**config.mk**
```make
export PLATFORM = sky130hd
export DESIGN_NAME = rr_response_router_flat
export DESIGN_NICKNAME = d
export VERILOG_FILES = /design/src/rtl/rr_pkg.sv /design/src/rtl/rr_response_router_if.sv /design/src/rtl/rr_grant_delay_line.sv /design/src/rtl/rr_response_router.sv /design/src/flat_wrapper.sv
export SDC_FILE = /design/constraint.sdc
export NUM_CORES = 1
export LEC_CHECK = 0
export ABC_AREA = 1
export CAP_MARGIN = 15
export CORE_MARGIN = 1.5
export CORE_UTILIZATION = 39
export DETAILED_ROUTE_END_ITERATION = 12
export GPL_TIMING_DRIVEN = 0
export PLACE_DENSITY = 0.86
export SYNTH_ARGS = -nofsm -noshare
export SYNTH_HDL_FRONTEND = slang
export SYNTH_SLANG_ARGS = --single-unit
```
**constraint.sdc**
```tcl
create_clock -name clk -period 1.03 [get_ports clk]
set_input_delay 0.2575 -clock clk [delete_from_list [all_inputs] [get_ports clk]]
set_output_delay 0.2575 -clock clk [all_outputs]
set_load 0.1 [all_outputs]
```
**src/rtl/rr_pkg.sv**
```systemverilog
// Shared types and parameter derivations for the response router.
// Kernel count and consumer-index width come from the module parameters
// through the helper functions below. rr_resp_t is sized for the widest
// supported value (RR_MAX_VALUE_WIDTH); VALUE_WIDTH must not exceed it.
package rr_pkg;

    localparam int RR_MAX_VALUE_WIDTH = 64;

    // One held response: read data or a write acknowledge.
    typedef struct packed {
        logic [RR_MAX_VALUE_WIDTH-1:0] value;
        logic                          is_ack;
    } rr_resp_t;

    // Total PLM ports, one requesting kernel per port.
    function automatic int rr_nkernels(input int nbanks, input int nports);
        return nbanks * nports;
    endfunction

    // Width of a consumer index; never narrower than one bit.
    function automatic int rr_cidx_width(input int nconsumers);
        return (nconsumers > 1) ? $clog2(nconsumers) : 1;
    endfunction

endpackage

```
**src/rtl/rr_response_router_if.sv**
```systemverilog
// Grant, PLM data and response bundle between the request arbiters,
// the PLM and the consumers. The router is the slave; the surrounding
// system (arbiters, PLM and consumers together) is the master.
interface rr_response_router_if #(
    parameter int VALUE_WIDTH = 8,
    parameter int NCONSUMERS  = 2,
    parameter int NKERNELS    = 2
);
    import rr_pkg::*;

    localparam int CIDX_W = rr_cidx_width(NCONSUMERS);

    logic [NKERNELS-1:0]                   grant_valid;
    logic [NKERNELS-1:0][CIDX_W-1:0]       grant_consumer;
    logic [NKERNELS-1:0]                   grant_wr;
    logic [NKERNELS-1:0][VALUE_WIDTH-1:0]  plm_outputs;
    logic [NCONSUMERS-1:0]                 resp_ready;
    logic [NCONSUMERS-1:0]                 resp_valid;
    logic [NCONSUMERS-1:0][VALUE_WIDTH-1:0] resp_value;
    logic [NCONSUMERS-1:0]                 resp_is_ack;
    logic [NCONSUMERS-1:0]                 overflow;
    logic                                  collision;

    modport master (
        output grant_valid, grant_consumer, grant_wr, plm_outputs, resp_ready,
        input  resp_valid, resp_value, resp_is_ack, overflow, collision
    );

    modport slave (
        input  grant_valid, grant_consumer, grant_wr, plm_outputs, resp_ready,
        output resp_valid, resp_value, resp_is_ack, overflow, collision
    );

endinterface

```
**src/rtl/rr_grant_delay_line.sv**
```systemverilog
// One kernel's grant pipeline: delays {valid, consumer, wr} by
// PLM_LATENCY clocks so the last stage lines up with that kernel's
// plm_outputs. Every stage is cleared by reset, so a grant in flight
// when reset hits never turns into a delivery.
module rr_grant_delay_line #(
    parameter int PLM_LATENCY = 1,
    parameter int CIDX_W      = 1
) (
    input  logic              clk,
    input  logic              reset,
    input  logic              grant_valid,
    input  logic [CIDX_W-1:0] grant_consumer,
    input  logic              grant_wr,
    output logic              dly_valid,
    output logic [CIDX_W-1:0] dly_consumer,
    output logic              dly_wr
);

    logic [PLM_LATENCY-1:0]             valid_q;
    logic [PLM_LATENCY-1:0]             wr_q;
    logic [PLM_LATENCY-1:0][CIDX_W-1:0] consumer_q;

    // Shift the grant one stage per clock; stage 0 samples the inputs.
    // NOTE: non-blocking assignments let every stage read its neighbour's
    // old value, which is what makes this a shift register, not a wire.
    always_ff @(posedge clk or posedge reset) begin
        if (reset) begin
            valid_q    <= '0;
            wr_q       <= '0;
            consumer_q <= '0;
        end else begin
            valid_q[0]    <= grant_valid;
            wr_q[0]       <= grant_wr;
            consumer_q[0] <= grant_consumer;
            for (int i = 1; i < PLM_LATENCY; i++) begin
                valid_q[i]    <= valid_q[i-1];
                wr_q[i]       <= wr_q[i-1];
                consumer_q[i] <= consumer_q[i-1];
            end
        end
    end

    assign dly_valid    = valid_q[PLM_LATENCY-1];
    assign dly_wr       = wr_q[PLM_LATENCY-1];
    assign dly_consumer = consumer_q[PLM_LATENCY-1];

endmodule

```
**src/rtl/rr_response_router.sv**
```systemverilog
// Response router: realigns each kernel's grant with its PLM read data,
// routes the result to the granted consumer's single-entry hold register
// and raises sticky overflow/collision flags when responses are dropped.
// Optional feature: define RR_RESP_WRITE_ACK_EN to turn write grants into
// acknowledge responses (value 0, resp_is_ack 1); by default write grants
// produce nothing and resp_is_ack stays 0.
module rr_response_router
    import rr_pkg::*;
#(
    parameter int VALUE_WIDTH = 8,
    parameter int NCONSUMERS  = 2,
    parameter int NBANKS      = 1,
    parameter int NPORTS      = 2,
    parameter int PLM_LATENCY = 1
) (
    input  logic                 clk,
    input  logic                 reset,
    rr_response_router_if.slave  bus
);

    localparam int NKERNELS = rr_nkernels(NBANKS, NPORTS);
    localparam int CIDX_W   = rr_cidx_width(NCONSUMERS);

    // Grant as seen in the cycle its PLM data is valid.
    logic [NKERNELS-1:0]             dly_valid;
    logic [NKERNELS-1:0]             dly_wr;
    logic [NKERNELS-1:0][CIDX_W-1:0] dly_consumer;

    // Per-kernel delivery request and the response it would deliver.
    logic [NKERNELS-1:0] deliver;
    rr_resp_t            kernel_resp [NKERNELS];

    // Per-consumer winner of this cycle's deliveries.
    logic [NCONSUMERS-1:0] hit;
    logic [NCONSUMERS-1:0] multi;
    rr_resp_t              win_resp [NCONSUMERS];

    // Hold registers and sticky flags.
    logic [NCONSUMERS-1:0] valid_q;
    logic [NCONSUMERS-1:0] overflow_q;
    logic                  collision_q;
    rr_resp_t              hold_q [NCONSUMERS];

    for (genvar k = 0; k < NKERNELS; k++) begin : g_kernel
        rr_grant_delay_line #(
            .PLM_LATENCY (PLM_LATENCY),
            .CIDX_W      (CIDX_W)
        ) u_delay (
            .clk            (clk),
            .reset          (reset),
            .grant_valid    (bus.grant_valid[k]),
            .grant_consumer (bus.grant_consumer[k]),
            .grant_wr       (bus.grant_wr[k]),
            .dly_valid      (dly_valid[k]),
            .dly_consumer   (dly_consumer[k]),
            .dly_wr         (dly_wr[k])
        );
    end

    // Qualify each aligned grant and shape the response it carries;
    // out-of-range consumer indices never deliver.
    always_comb begin
        deliver = '0;
        for (int k = 0; k < NKERNELS; k++) begin
            kernel_resp[k] = '0;
`ifdef RR_RESP_WRITE_ACK_EN
            deliver[k]            = dly_valid[k] && (int'(dly_consumer[k]) < NCONSUMERS);
            kernel_resp[k].is_ack = dly_wr[k];
            kernel_resp[k].value  = dly_wr[k] ? '0
                                              : RR_MAX_VALUE_WIDTH'(bus.plm_outputs[k]);
`else
            deliver[k]            = dly_valid[k] && !dly_wr[k]
                                    && (int'(dly_consumer[k]) < NCONSUMERS);
            kernel_resp[k].is_ack = 1'b0;
            kernel_resp[k].value  = RR_MAX_VALUE_WIDTH'(bus.plm_outputs[k]);
`endif
        end
    end

    // Pick the lowest-index kernel per consumer and note any extra ones.
    // NOTE: every output of this block gets a default before the loops, so
    // no path leaves a value unassigned and no latch is inferred.
    always_comb begin
        hit   = '0;
        multi = '0;
        for (int c = 0; c < NCONSUMERS; c++) begin
            win_resp[c] = '0;
        end
        for (int c = 0; c < NCONSUMERS; c++) begin
            for (int k = 0; k < NKERNELS; k++) begin
                if (deliver[k] && (int'(dly_consumer[k]) == c)) begin
                    if (hit[c]) begin
                        multi[c] = 1'b1;
                    end else begin
                        hit[c]      = 1'b1;
                        win_resp[c] = kernel_resp[k];
                    end
                end
            end
        end
    end

    // Hold-register state: load on delivery when empty or being drained,
    // drop and flag when full and stalled, empty on a plain handshake.
    // NOTE: the hold registers are reset as well as the valid bits, because
    // resp_value and resp_is_ack are required to read 0 straight out of reset.
    always_ff @(posedge clk or posedge reset) begin
        if (reset) begin
            valid_q     <= '0;
            overflow_q  <= '0;
            collision_q <= 1'b0;
            for (int c = 0; c < NCONSUMERS; c++) begin
                hold_q[c] <= '0;
            end
        end else begin
            for (int c = 0; c < NCONSUMERS; c++) begin
                if (hit[c]) begin
                    if (!valid_q[c] || bus.resp_ready[c]) begin
                        hold_q[c]  <= win_resp[c];
                        valid_q[c] <= 1'b1;
                    end else begin
                        overflow_q[c] <= 1'b1;
                    end
                end else if (valid_q[c] && bus.resp_ready[c]) begin
                    valid_q[c] <= 1'b0;
                end
            end
            if (|multi) begin
                collision_q <= 1'b1;
            end
        end
    end

    // Drive the consumer-facing outputs straight from the registers; the
    // held is_ack bit is constant 0 when write acknowledges are disabled.
    always_comb begin
        bus.resp_valid = valid_q;
        bus.overflow   = overflow_q;
        bus.collision  = collision_q;
        for (int c = 0; c < NCONSUMERS; c++) begin
            bus.resp_value[c]  = hold_q[c].value[VALUE_WIDTH-1:0];
            bus.resp_is_ack[c] = hold_q[c].is_ack;
        end
    end

endmodule

```
**src/flat_wrapper.sv**
```systemverilog
// flat-port wrapper written by rule: the top's interface ports become plain ports
module rr_response_router_flat import rr_pkg::*;
#(
    parameter int VALUE_WIDTH = 8,
    parameter int NCONSUMERS  = 2,
    parameter int NBANKS      = 1,
    parameter int NPORTS      = 2,
    parameter int PLM_LATENCY = 1
)
  (clk, reset, bus_grant_valid, bus_grant_consumer, bus_grant_wr, bus_plm_outputs, bus_resp_ready, bus_resp_valid, bus_resp_value, bus_resp_is_ack, bus_overflow, bus_collision);
  rr_response_router_if #(.VALUE_WIDTH(VALUE_WIDTH), .NCONSUMERS(NCONSUMERS), .NKERNELS(2)) bus_i ();
  input  logic clk;
  input  logic reset;
  input wire logic [$bits(bus_i.grant_valid)-1:0] bus_grant_valid;
  input wire logic [$bits(bus_i.grant_consumer)-1:0] bus_grant_consumer;
  input wire logic [$bits(bus_i.grant_wr)-1:0] bus_grant_wr;
  input wire logic [$bits(bus_i.plm_outputs)-1:0] bus_plm_outputs;
  input wire logic [$bits(bus_i.resp_ready)-1:0] bus_resp_ready;
  output wire logic [$bits(bus_i.resp_valid)-1:0] bus_resp_valid;
  output wire logic [$bits(bus_i.resp_value)-1:0] bus_resp_value;
  output wire logic [$bits(bus_i.resp_is_ack)-1:0] bus_resp_is_ack;
  output wire logic [$bits(bus_i.overflow)-1:0] bus_overflow;
  output wire logic [$bits(bus_i.collision)-1:0] bus_collision;
  assign bus_i.grant_valid = bus_grant_valid;
  assign bus_i.grant_consumer = bus_grant_consumer;
  assign bus_i.grant_wr = bus_grant_wr;
  assign bus_i.plm_outputs = bus_plm_outputs;
  assign bus_i.resp_ready = bus_resp_ready;
  assign bus_resp_valid = bus_i.resp_valid;
  assign bus_resp_value = bus_i.resp_value;
  assign bus_resp_is_ack = bus_i.resp_is_ack;
  assign bus_overflow = bus_i.overflow;
  assign bus_collision = bus_i.collision;
  rr_response_router #(.VALUE_WIDTH(VALUE_WIDTH), .NCONSUMERS(NCONSUMERS), .NBANKS(NBANKS), .NPORTS(NPORTS), .PLM_LATENCY(PLM_LATENCY)) u_core (.clk(clk), .reset(reset), .bus(bus_i));
endmodule
```
Word-level counts from Yosys, hierarchy flattened
Index checks and enable logic that the tools add are counted.
{ "op_classes": {"eq_ne": 2, "mux": 20, "bitwise_logic": 4, "n_reduce_logical": 23} }
{ "op_table": {"columns": ["op", "n"], "rows": [
  ["9-bit two-way mux", 6],
  ["1-bit two-way mux", 14],
  ["2-bit AND reduction", 6],
  ["1-bit logical AND", 8],
  ["1-bit zero test", 4],
  ["2-bit != test, second input constant", 2],
  ["1-bit NOT", 4],
  ["2-bit nonzero test", 2],
  ["1-bit logical OR", 2],
  ["2-bit OR reduction", 1]
]} }
{ "word_totals": {"ff_bits": 29, "input_bits": 26, "output_inout_bits": 23, "wordCells": 64} }

Logic depth before layout (Yosys ltp)
Gate-level depths: netlist of run 1.
{ "depth": {"ltp_word": 7, "mapped_depth": 8, "ltp_nobuf": 7} }

Modules after synthesis
From an unflattened synthesis of run 1, not the netlist that was laid out.
{ "unflattened": {"cells_unflattened": 161, "hier_area_um2": 1330.0} }
{ "modules_own_cells": {"columns": ["mod", "n_inst", "cells_each", "area_per_inst_um2", "seq_area_each_um2"], "rows": [
  ["rr_response_router", 1, 153, 1172.4, 525.5],
  ["rr_grant_delay_line", 2, 4, 78.8, 75.1]
]} }

Worst setup path after synthesis of run 1
OpenSTA, ideal clock, no wires.
{ "synth_timing": {"path_kind": "register -> register", "startpoint": "register u_core.valid_q[0], in the netlist u_core.bus.resp_valid[0]", "endpoint": "register u_core.hold_q (netlist bit u_core.bus.resp_value[0])", "setup_ps": 120, "arrival_time_ps": 1470, "required_time_ps": 910, "setup_slack_ps": -560, "path_stages_with_launch": 8, "path_buffers": 0, "synth_period_minus_slack_ps": 1590, "path_cell_list": "dfrtp_1 -> inv_1 -> nor2_1 -> inv_1 -> nand2_4 -> inv_6 -> nand2_1 -> nand2_1"} }
{ "synth_via": {"elab_chain_cells": 3} }
{ "synth_lines": {"columns": ["element", "line", "rtl"], "rows": [
  ["from (decl)", "rr_response_router.sv:39", "logic [NCONSUMERS-1:0] valid_q;"],
  ["from (signal assigned)", "rr_response_router.sv:109", "valid_q <= '0;"],
  ["from (signal, indexed assignment)", "rr_response_router.sv:120", "valid_q[c] <= 1'b1;"],
  ["from (signal, indexed assignment)", "rr_response_router.sv:125", "valid_q[c] <= 1'b0;"],
  ["1-bit zero test", "rr_response_router.sv:118", "if (!valid_q[c] || bus.resp_ready[c]) begin"],
  ["1-bit logical OR", "rr_response_router.sv:118", null],
  ["2-bit AND reduction (no source line)", null, null],
  ["to (signal, indexed assignment)", "rr_response_router.sv:119", "hold_q[c] <= win_resp[c];"],
  ["to (decl)", "rr_response_router.sv:42", "rr_resp_t hold_q [NCONSUMERS];"]
]} }
No other way between the ends.
A chain may end at the register's enable or synchronous reset.

Final worst setup path of run 1
{ "layout_timing": {"startpoint": "register u_core.valid_q[1], in the netlist u_core.bus.resp_valid[1]", "endpoint": "output bus_resp_valid[1]"} }
{ "layout_lines": {"columns": ["element", "line", "rtl"], "rows": [
  ["to (decl)", "flat_wrapper.sv:19", "output wire logic [$bits(bus_i.resp_valid)-1:0] bus_resp_valid;"]
]} }
No word-level cell between the ends.

==> results of run 1 <==
## path summary, 6_finish.rpt
path                                                        end                                     from
hold reg to reg                          u_core.bus.overflow[1]                   u_core.bus.overflow[1]
max in group asynchronous              u_core.bus.resp_valid[0]                                    reset
hold / removal                         u_core.bus.resp_valid[1]                                    reset
min in group clk           u_core.g_kernel[0].u_delay.dly_valid                       bus_grant_valid[0]
setup / recovery                              bus_resp_valid[1]                 u_core.bus.resp_valid[1]
setup reg to reg                       u_core.bus.resp_value[5]  u_core.g_kernel[0].u_delay.dly_consumer
## per-stage QoR
step | power, W | cells | hold WS, ns | area [sq um]
after global routing | 0.00375 | 284 | 0.328 | 2460
after detailed placement | 0.00267 | 252 | 0.459 | 1890
after floorplan | 0.00230 | 160 | 0.289 | 1370
after CTS | 0.00341 | 274 | 0.317 | 2230
final | 0.00360 | 284 | 0.300 | 2460
after global placement | 0.00266 | 252 | 0.448 | 1890
## synth_stat cells, drive strengths merged
master / count / area (sq um)
nand2: 79 / 329
dfrtp: 27 / 676
nand3: 20 / 125
inv: 12 / 57.6
nand4: 8 / 50.1
buf: 4 / 37.5
a21o: 2 / 16.3
a21oi: 1 / 5.00
o21ai: 1 / 5.00
conb: 1 / 3.75
nor2: 4 / 25.0
## cells by family (layout without fill, tap and decap cells)
group | count (synthesis) | after routing
compound gates | 4 | 4
buf+inv | 16 | 89
flops | 27 | 27
other cells | 1 | 2
simple gates | 111 | 116
## per-layer routing
metal | global-route usage (%) | vias to the layer above
met5 | 0 | -
met4 | 13.7 | 0
met3 | 2.73 | 21
met2 | 34.7 | 66
met1 | 24.5 | 668
li1 | - | 668
## what timing repair did
action                                  4_1_cts  5_1_grt
buffers inserted                             16        6
endpoints found under the setup margin       68       42
gates resized for setup                     182       40
cloned                                        2        4
pin swaps                                     5       11
hold buffers                                  0        0
## cell type report
type / instances / area [sq um]
inverter: 12 / 83.8
clock buffer: 4 / 26.3
tap: 46 / 57.6
sequential: 27 / 707
multi-input combinational: 122 / 711
timing repair buffer: 68 / 835
timing repair inverter: 1 / 6.26
buffer: 4 / 37.5
fill: 217 / 847
## flip-flops by register name (all words and copies together), names as in the netlist
| register | count |
|---|---|
| u_core.bus.resp_value | 16 |
| u_core.g_kernel.u_delay.dly_wr | 2 |
| u_core.bus.collision | 1 |
| u_core.bus.resp_valid | 2 |
| u_core.bus.overflow | 2 |
| u_core.g_kernel.u_delay.dly_valid | 2 |
| u_core.g_kernel.u_delay.dly_consumer | 2 |
## power by group through the flow
stage | Clock, W | Sequential, W | Combinational, W
floorplan | 0 | 0.00203 | 0.000273
global placement | 0 | 0.00128 | 0.00138
detailed placement | 0 | 0.00128 | 0.00138
CTS | 0.000464 | 0.00130 | 0.00164
global route | 0.000519 | 0.00133 | 0.00189
finish | 0.000456 | 0.00132 | 0.00183
==> results, run 1 <==
- The detail route stage leaves a number of antenna-violating nets equal to 0.
- The area growth from synthesis to layout is 85.2%.
- The analysis attributes to cell leakage a power of 1.16 nW.
- The run finished, with violations left.
- The die outline area is 0.00377 sq mm.
- Setup repair after global routing could not meet its margin everywhere.
- The final critical-path share of the clock period is 125%.
- The synthesized netlist devotes 1.98% of its cell area to compound gates.
- The number of design-rule violations left by the first detailed-router iteration is 53.
- The largest net degree at the start of global routing is 28.
- The worst hold-check path type is input pin to asynchronous set/reset pin.
- The number of global-route vias before repair is 1324.
- The floorplan core area is 0.00331 sq mm.
- The maximum number of buffers from clock root to sink is 2.
- The routed wire length on met3 is 181 um.
- Synthesis produced 159 cells.
- Before CTS, the worst setup slack after placement is -0.750 ns.
- The checks that failed: negative setup slack.
- After synthesis, the share of cell area in mux cells is 0%.
- The upper clock frequency limit is 778 MHz.
- In this run the power spent charging and discharging nets is 0.00158 W.
- For the pin with the worst max-slew slack, the measured transition is 0.567 ns.
- The data arrival time of the critical path is 1.03 ns.
- The clock network burns 12.7% of the power.
- The first detailed-routing pass ran for 4 iterations.
- CTS saw 27 sinks.
- Of the total synthesized cell area, the portion taken by XOR and XNOR cells is 0%.
- For this configuration, the core starts out at a cell density of 40.2%.
- The arithmetic-cell share of the synthesized area counting full adders, half adders and majority gates is 0%.
- The routed wire length is 4.24 mm.
- The combinational family with the most area after synthesis is simple AND/OR/NAND/NOR gates.
- The largest stage delay on the critical path is 0.52 ns.
- The combinational fraction of design power is 50.6%.
- The worst path required time is 0.77 ns.
- The depth of the most critical reg-to-reg path is 8.
- The global route total overflow is 0.
- Buffers placed on the I/O ports in this run total 46.
- The most common cell after layout, fill and taps aside is nand2_1.
- Walking the worst path, the cells encountered are buf_12.
- The number of clock buffers added by TritonCTS is 3.
- Adding up every negative setup slack in the final design gives -7.40 ns.
- The worst clock skew is 0.00725 ns.
- Detailed routing placed a total of 2.35 mm of wire on met2.
- The number of top-level pins is 49.
- The post-route met1 wirelength is 1.54 mm.
- The Yosys warning count is 0.
- Across all layers, the routed design uses 1423 vias.
- Of the synthesized area, sequential elements account for 50.8%.
- The latest clock arrival within the worst-skew pair is 0.33 ns.
- The post-synthesis instance area is 0.00133 sq mm.
- The clock tree from TritonCTS is yes.
- The worst max-slew margin expressed relative to the limit is 62.1%.
- Setup violations remaining at the end of the flow were counted as 41.
- The count of final max-slew check failures came to 0.
- The net count of the finished layout is 265.
- In the layout the commonest cells are nand2_1 (64), clkdlybuf4s50_1 (25), buf_4 (22), buf_12 (20), dfrtp_2 (19).
- STA classifies the critical path endpoint as an output pin.
- The share of power burned in registers is 36.7%.
- Summing the areas of all and, or, nand and nor instances in the mapped netlist gives 39.8% of the synthesized area.
- From bottom edge to top edge, the die measures 61.4 um.
- For this run, design rule violations remaining after detail routing come to 0.
- The final count of hold timing violations is 0.
- The clock-pin slew on the worst setup and hold paths is 0.14 ns.
- In the global route stage, overall resource usage came out at 20.6%.
- The cell count along the critical path is 1.
- The number of antenna diodes in the final layout is 0.
- After detailed routing, the average wire length per cell comes to 14.9 um.
- In this run the core area contains 21 standard-cell rows.
- After synthesis, the netlist uses 21 different library cells.
- For this design the ratio of total power to cell area is 1460 mW/mm^2.
- The number of max-cap violations is 0.
- The first global-routing pass estimated 5.62 mm of wire.
- The worst setup path is of the flop to output pin kind.
- After layout, the worst setup slack is -0.255 ns.
- CTS placed an instance of clkbuf_4 at the clock tree root.
- The floorplan step set the die width to 61.4 um.
- The average size of a mapped cell is 8.36 sq um.
- The switching share of power is 43.8%.
- The top metal layer carrying routed signals is met4.
- The maximum level of the CTS H-tree is 1.
- Counting I/O delays and the setup requirement, the final critical path takes 1.28 ns.
- The share of cells above drive strength 1 is 47.9%.
- The cell family with the largest share of critical-path delay is flip-flops.
- Together, buffers and inverters on the worst path number 1.
- The slack of the worst reg-to-reg path is -0.22 ns.
- The number of antenna violations at the first check in global routing is 0.
- Routability-driven placement finished with a final weighted congestion of 0.838.
- The flop and latch count out of synthesis is 27.
- The average vias per placed instance is 5.01.
- IR analysis of the VDD net gives a maximum drop of 0.938 mV.
- The total half-perimeter wirelength after legalization and detailed placement is 2.17 mm.
- The slowest library cell on the worst path is dfrtp_4.
- The maximum fanout along the worst path is 2.
- STA classifies the critical path startpoint as a flop.
- The post-layout utilization of the core is 74.4%.
- Cell internal power was estimated by the tool at 0.00203 W.
Power figures use the tool's default switching activity.
==> inputs of run 2 (changes only) <==
--- a/config.mk
+++ b/config.mk
@@ -8,10 +8,12 @@
 export ABC_AREA = 1
 export CAP_MARGIN = 15
 export CORE_MARGIN = 1.5
-export CORE_UTILIZATION = 39
+export CORE_UTILIZATION = 40
 export DETAILED_ROUTE_END_ITERATION = 12
 export GPL_TIMING_DRIVEN = 0
-export PLACE_DENSITY = 0.86
+export PLACE_DENSITY = 0.85
+export SETUP_SLACK_MARGIN = 0.3
+export SKIP_LAST_GASP = 1
 export SYNTH_ARGS = -nofsm -noshare
 export SYNTH_HDL_FRONTEND = slang
 export SYNTH_SLANG_ARGS = --single-unit
==> constraint.sdc (replaced) <==
create_clock -name clk -period 1.6 [get_ports clk]
set_input_delay 0.4 -clock clk [delete_from_list [all_inputs] [get_ports clk]]
set_output_delay 0.4 -clock clk [all_outputs]
set_load 0.1 [all_outputs]
==> run 2 against run 1 <==
Worst setup slack improved by 0.45 ns; critical endpoint is now bus_resp_valid[0]; clock-buffer cell count unchanged; final area down 13%; die area shrank 2.4%; wire length is 27% lower; the run now ends clean.
==> results, run 2 (same netlist as run 1, synthesis figures left out) <==
- The number of global-route vias before repair is 1207.
- Setup repair after global routing could not meet its margin everywhere.
- The completed layout was analyzed and its total power is 0.00219 W.
- For this run, the top clock speed supported by timing is 710 MHz.
- The clock-pin slew on the worst setup and hold paths is 0.13 ns.
- Setup violations remaining at the end of the flow were counted as 0.
- Measured on the finished design, the core utilization comes to 69.1%.
- The final count of hold timing violations came to 0.
- On the critical path, the stage with the largest delay is an instance of dfrtp_4.
- Walking the worst path, the cells encountered are buf_12.
- The first global-routing pass estimated 5.00 mm of wire.
- The clock tree from TritonCTS is yes.
- The worst clock skew is 0.00526 ns.
- The clock drives 27 sinks.
- After clock tree synthesis, the flow added hold-fix buffers numbering 0.
- The number of cells on the worst reg-to-reg path is 8.
- The combinational fraction of design power is 48.6%.
- The endpoint of the lowest-slack register-to-register path is u_core.bus.resp_value[5].
- The run finished with clean final reports.
- The number of flip-flops in the largest register is 16.
- The total global-route track usage is 18.3%.
- The core region is 0.00310 sq mm.
- On the worst path, the slowest cell contributes a delay of 0.51 ns.
- In this design, the largest share of critical-path delay is due to flip-flops.
- The final critical-path share of the clock period is 88.0%.
- The number of top-level pins is 49.
- The switching power total is 0.000946 W.
- The buffer type at the clock tree root is clkbuf_4.
- At the end of routability-driven placement, the weighted congestion stood at 0.861.
- Fill cells in the final layout number 261.
- The number of DRC violations after detailed routing is 0.
- In this run, flip-flops and latches consume 38.2% of the power.
- The die outline area is 0.00368 sq mm.
- The footprint of the multi-input gates is 578 sq um.
- The final layout contains routed wiring with a total length of 3.11 mm.
- Counting along the longest clock path gives a buffer depth of 2.
- The largest net degree at the start of global routing is 28.
- The number of antenna violations at the first check in global routing was 0.
- Buffers placed on the I/O ports in this run total 46.
- For the pin with the worst max-slew slack, the measured transition is 0.567 ns.
- Headroom to the max-slew limit came out at 62.1%.
- At the later pin of the worst-skew pair, clock insertion delay measures 0.32 ns.
- The clock period minus final worst setup slack is 1.41 ns.
- The number of buffers added by the clock tree synthesis step is 3.
- The total iterations of the first detailed-routing run is 4.
- The routed length per instance is 12.0 um.
- The internal portion of the total power is 0.00124 W.
- For this run the aggregate overflow at the end of global routing stands at 0.
- The antenna cell count is 0.
- In this run the worst path has a maximum fanout of 2.
- The worst hold-check path type is input pin to asynchronous set/reset pin.
- The worst setup slack after placement is -0.310 ns.
- In this run the register-to-register setup slack is 0.40 ns.
- After the last flow step, the layout net total stands at 242.
- The number of max-cap violations is 0.
- The worst setup path is of the flop to output pin kind.
- The switching share of power is 43.3%.
- The area growth from synthesis to layout is 61.2%.
- The kind of start point of the critical path is a flop.
- Dividing total power by cell area gives a power density of 1020 mW/mm^2.
- Leaving out fill and tap cells, the most frequent cells in the layout are nand2_1 (74), clkdlybuf4s50_1 (25), dfrtp_1 (25), buf_12 (21), nand3_1 (18).
- The data arrival time of the critical path is 1.01 ns.
- The worst path required time is 1.20 ns.
- The most common cell after layout, fill and taps aside is nand2_1.
- The clock network accounts for 13.1% of the total power.
- The total half-perimeter wirelength after legalization and detailed placement is 2.22 mm.
- The initial standard-cell utilization of the core is 42.9%.
- The maximum level of the CTS H-tree is 1.
- The number of design-rule violations left by the first detailed-router iteration is 49.
- The share of cells above drive strength 1 is 23.7%.
- Summed over all cells, the static leakage comes to 1.06 nW.
- The area used by sequential logic in the layout is 683 sq um.
- The worst-case IR drop observed on VDD is 0.574 mV.
- The startpoint of the worst-slack reg-to-reg timing path is u_core.g_kernel[0].u_delay.dly_consumer.
- The count of final max-slew check failures came to 0.
- Together, buffers and inverters on the worst path number 1.
- For this block, the via count after detailed routing is 1259.
- The number of nets with antenna violations after detailed routing is 0.
- The die boundary height is 60.7 um.
- Using the TritonRoute via totals, the vias-per-cell ratio works out to 4.86.
- The final worst setup slack is 0.193 ns.
- The number of placement rows is 20.
- The die is 60.7 um wide.
- The nature of the critical path endpoint is an output pin.
-- run 2: cell types whose count changed in the layout (fill, tap and decap cells not counted), sizes merged --
cell and change:
buf -18, nand2 -2, clkinv -1, nand3 -1
nor2 -1
-- run 2: metal layers --
metal	vias to the layer above	wire length (um)	share of wire, %	track usage, %
met5	-	0	0	0
met4	0	46	1.5	7.14
met3	5	249	8.0	2.77
met2	63	1430	46	31.2
met1	572	1380	44	23.5
li1	619	-	-	-
-- run 2: final cells by class --
class	count	share of cell area [%]
plain buffers	4	1.75
multi-input cells	118	27.0
well taps	44	2.57
inverters	12	2.98
repair buffers	50	32.7
flip-flops and latches	27	31.9
clock buffers	4	1.23
-- run 2: timing repair --
| action | CTS | global route |
|---|---|---|
| setup endpoints to repair | 23 | 29 |
| resized for setup | 187 | 5 |
| gates cloned | 0 | 1 |
| setup buffers | 3 | 1 |
-- run 2: through the flow --
step | std cells | hold WS [ns] | setup TNS, ns | cell area, sq um
2_1_floorplan | 160 | 0.431 | 0 | 1340
3_5_place_dp | 250 | 0.447 | -6.98 | 1860
5_1_grt | 259 | 0.484 | 0 | 2140
6_report | 259 | 0.452 | 0 | 2140
3_3_place_gp | 250 | 0.438 | -6.06 | 1860
4_1_cts | 257 | 0.476 | 0 | 2110
-- run 2: worst max-delay path by stage --
stage	from	end	cells after the start	slack [ns]
6_report	u_core.bus.resp_valid[0]	bus_resp_valid[0]	1	0.19
5_1_grt	u_core.bus.resp_valid[0]	bus_resp_valid[0]	1	0.15
4_1_cts	u_core.bus.resp_valid[1]	bus_resp_valid[1]	1	0.18
3_5_place_dp	u_core.bus.resp_valid[1]	bus_resp_valid[1]	1	-0.31
3_3_place_gp	u_core.bus.resp_valid[0]	bus_resp_valid[0]	1	-0.30
2_1_floorplan	u_core.bus.overflow[1]	bus_overflow[1]	0	0.30
-- run 2: power groups by stage --
stage	Combinational, W	Sequential [W]	Clock (W)
finish	0.00106	0.000835	0.000287
global route	0.00111	0.000846	0.000332
global placement	0.000884	0.000810	0
CTS	0.00105	0.000833	0.000294
detailed placement	0.000891	0.000812	0
floorplan	0.000172	0.00129	0
==> inputs of run 3 (changes only) <==
--- a/config.mk
+++ b/config.mk
@@ -11,7 +11,9 @@
 export CORE_UTILIZATION = 40
 export DETAILED_ROUTE_END_ITERATION = 12
 export GPL_TIMING_DRIVEN = 0
+export MAX_ROUTING_LAYER = met4
 export PLACE_DENSITY = 0.85
+export RECOVER_POWER = 100
 export SETUP_SLACK_MARGIN = 0.3
 export SKIP_LAST_GASP = 1
 export SYNTH_ARGS = -nofsm -noshare
==> run 3 against run 2 <==
Clock power is essentially flat; via count up 0.24%; hold slack improved by 0.026 ns; global-route usage rose by 0.54 points; clock-buffer cell count is the same; combinational power down 17%; utilization fell by 8.7 points; highest routed layer unchanged.
==> results, run 3 (same netlist as run 1, synthesis figures left out) <==
- The number of top-level pins is 49.
- The launch instance of the worst min-delay path is u_core.bus.overflow[1].
- The total half-perimeter wirelength after legalization and detailed placement is 2.22 mm.
- The final count of hold timing violations is 0.
- The startpoint identified for the worst register-to-register timing path is u_core.g_kernel[0].u_delay.dly_valid.
- The number of max-cap violations is 0.
- For this run, design rule violations remaining after detail routing come to 0.
- The worst register-to-register path has a depth of 7.
- The floorplan step set the die width to 60.7 um.
- The latest clock arrival within the worst-skew pair is 0.32 ns.
- In the final design database the tool counted 242 nets.
- Once detail routing completed, the nets flagged for antenna violations numbered 0.
- In this run the worst path has a maximum fanout of 2.
- The post-route worst hold slack is 0.478 ns.
- In this design, the stage delay of the slowest critical-path cell is 0.39 ns.
- The number of global-route vias before repair is 1209.
- Between clock sinks in the finished design, the worst skew comes to 0.00567 ns.
- Counting both buffers and inverters, the worst setup path holds a total of 1.
- The clock-pin slew on the worst setup and hold paths is 0.13 ns.
- TritonCTS built the clock tree.
- After detailed routing, the average wire length per cell comes to 12.1 um.
- The worst hold-check path type is flop to flop.
- The die covers 0.00368 sq mm.
- The worst setup path is captured at an output pin.
- The total overflow left after global routing is 0.
- Setup repair after global routing could not meet its margin everywhere.
- The initial standard-cell utilization of the core is 42.9%.
- Buffers placed on the I/O ports in this run total 46.
- The worst setup path is of the flop to output pin kind.
- The slowest library cell on the worst path is dfrtp_1.
- The worst path in the final design needs a cycle of 1.45 ns, including I/O delays and setup.
- VDD sags by at most 0.538 mV.
- The endpoint identified for the worst register-to-register timing path is u_core.bus.resp_value[5].
- The final critical-path share of the clock period is 90.9%.
- The vias after detailed routing is 1262.
- The repair_antennas step left the layout with diodes totalling 0.
- The data arrival time of the critical path is 1.05 ns.
- Dividing total power by cell area gives a power density of 1050 mW/mm^2.
- OpenSTA, run right after detailed placement, puts the worst setup slack at -0.310 ns.
- The register with the most flip-flops in the layout has 16 of them.
- STA classifies the critical path startpoint as a flop.
- For this run, the total global-route usage over all layers was measured as 18.9%.
- After detailed routing, the total wire length is 3.13 mm.
- In the layout the commonest cells are nand2_1 (75), dfrtp_1 (25), clkbuf_4 (22), nand3_1 (18), clkdlybuf4s50_1 (18).
- The number of antenna violations at the first check in global routing came to 0.
- In the post-route analysis, the smallest setup slack over all paths is 0.146 ns.
- Once layout is complete, the utilization of the core stands at 60.4%.
- The number of design-rule violations left by the first detailed-router iteration is 50.
- The average vias per placed instance is 4.87.
- The CTS sink count is 27.
- The buffer type at the clock tree root is clkbuf_4.
- Setup violations remaining at the end of the flow were counted as 0.
- On the critical path the largest part of the delay comes from flip-flops.
- Buffers inserted during clock tree synthesis total 3.
- The maximum number of buffers from clock root to sink is 2.
- In this run the static leakage power is 0.977 nW.
- In the final layout, the share of cells above drive strength 1 is 22.8%.
- In this run the tightest slew margin relative to its limit is 61.9%.
- The slack of the worst reg-to-reg path is 0.20 ns.
- The worst path required time is 1.20 ns.
- The run finished with clean final reports.
- The die boundary height is 60.7 um.
- The cell depth of the worst hold path is 1.
- In this run the standard cell core region covers 0.00310 sq mm.
- The critical path goes through clkbuf_4.
- The first global-routing pass estimated 4.99 mm of wire.
- Static timing analysis puts the maximum clock frequency at 688 MHz.
- The worst hold path terminates at u_core.bus.overflow[1].
- Routability-driven placement finished with a final weighted congestion of 0.875.
- The largest net degree at the start of global routing is 28.
- The number of cells after detailed placement is 250.
- The total iterations of the first detailed-routing run is 4.
- The count of cells in the finished layout, fillers not included, comes to 259.
- In this run the number of H-tree levels came out at 1.
- At the pin with the least slew margin, the transition time is 0.571 ns.
- The area growth from synthesis to layout is 40.9%.
- Fill cells in the final layout number 301.
- The count of final max-slew check failures came to 0.
- The number of placement rows is 20.
- The most common cell after layout, fill and taps aside is nand2_1.
-- run 3: repair_timing --
action | 4_1_cts | 5_1_grt
pin swaps | 0 | 0
gates cloned | 0 | 1
buffers inserted | 3 | 1
gates resized for setup | 187 | 5
endpoints found under the setup margin | 23 | 29
hold buffers | 0 | 0
-- run 3: power by group --
group	internal [W]	switching, W
Combinational	0.000207	0.000679
Sequential	0.000758	0.0000402
Clock	0.0000976	0.000186
Total	0.00106	0.000905
-- run 3: layer usage --
metal	track usage, %	routed length, um	vias to the layer above
met2	31.2	1420	56
met3	2.77	222	7
met1	23.3	1430	583
met5	-	0	-
li1	-	-	616
met4	7.14	58	0
-- run 3: area by class of cell --
cell class | count | area [sq um] | share of cell area (%)
inverter | 12 | 60.1 | 3.20
clock buffer | 4 | 26.3 | 1.40
sequential | 27 | 683 | 36.4
timing repair buffer | 50 | 442 | 23.6
tap | 44 | 55.1 | 2.94
buffer | 4 | 37.5 | 2.00
multi-input combinational | 118 | 571 | 30.4
-- run 3: worst max-delay path by stage --
stage / slack [ns] / end / startpoint / depth (start not counted)
after global placement: -0.30 / bus_resp_valid[0] / u_core.bus.resp_valid[0] / 1
after floorplan: 0.30 / bus_overflow[1] / u_core.bus.overflow[1] / 0
final: 0.15 / bus_resp_value[5] / u_core.bus.resp_value[5] / 1
after CTS: 0.18 / bus_resp_valid[1] / u_core.bus.resp_valid[1] / 1
after global routing: 0.09 / u_core.bus.resp_value[15] / u_core.g_kernel[0].u_delay.dly_wr / 7
after detailed placement: -0.31 / bus_resp_valid[1] / u_core.bus.resp_valid[1] / 1
-- run 3: through the flow --
| step | instance area [sq um] | setup TNS [ns] | power (W) |
|---|---|---|---|
| final | 1870 | 0 | 0.00197 |
| after CTS | 2110 | 0 | 0.00218 |
| after detailed placement | 1860 | -6.98 | 0.00170 |
| after global routing | 1870 | 0 | 0.00206 |
| after floorplan | 1340 | 0 | 0.00146 |
| after global placement | 1860 | -6.06 | 0.00169 |
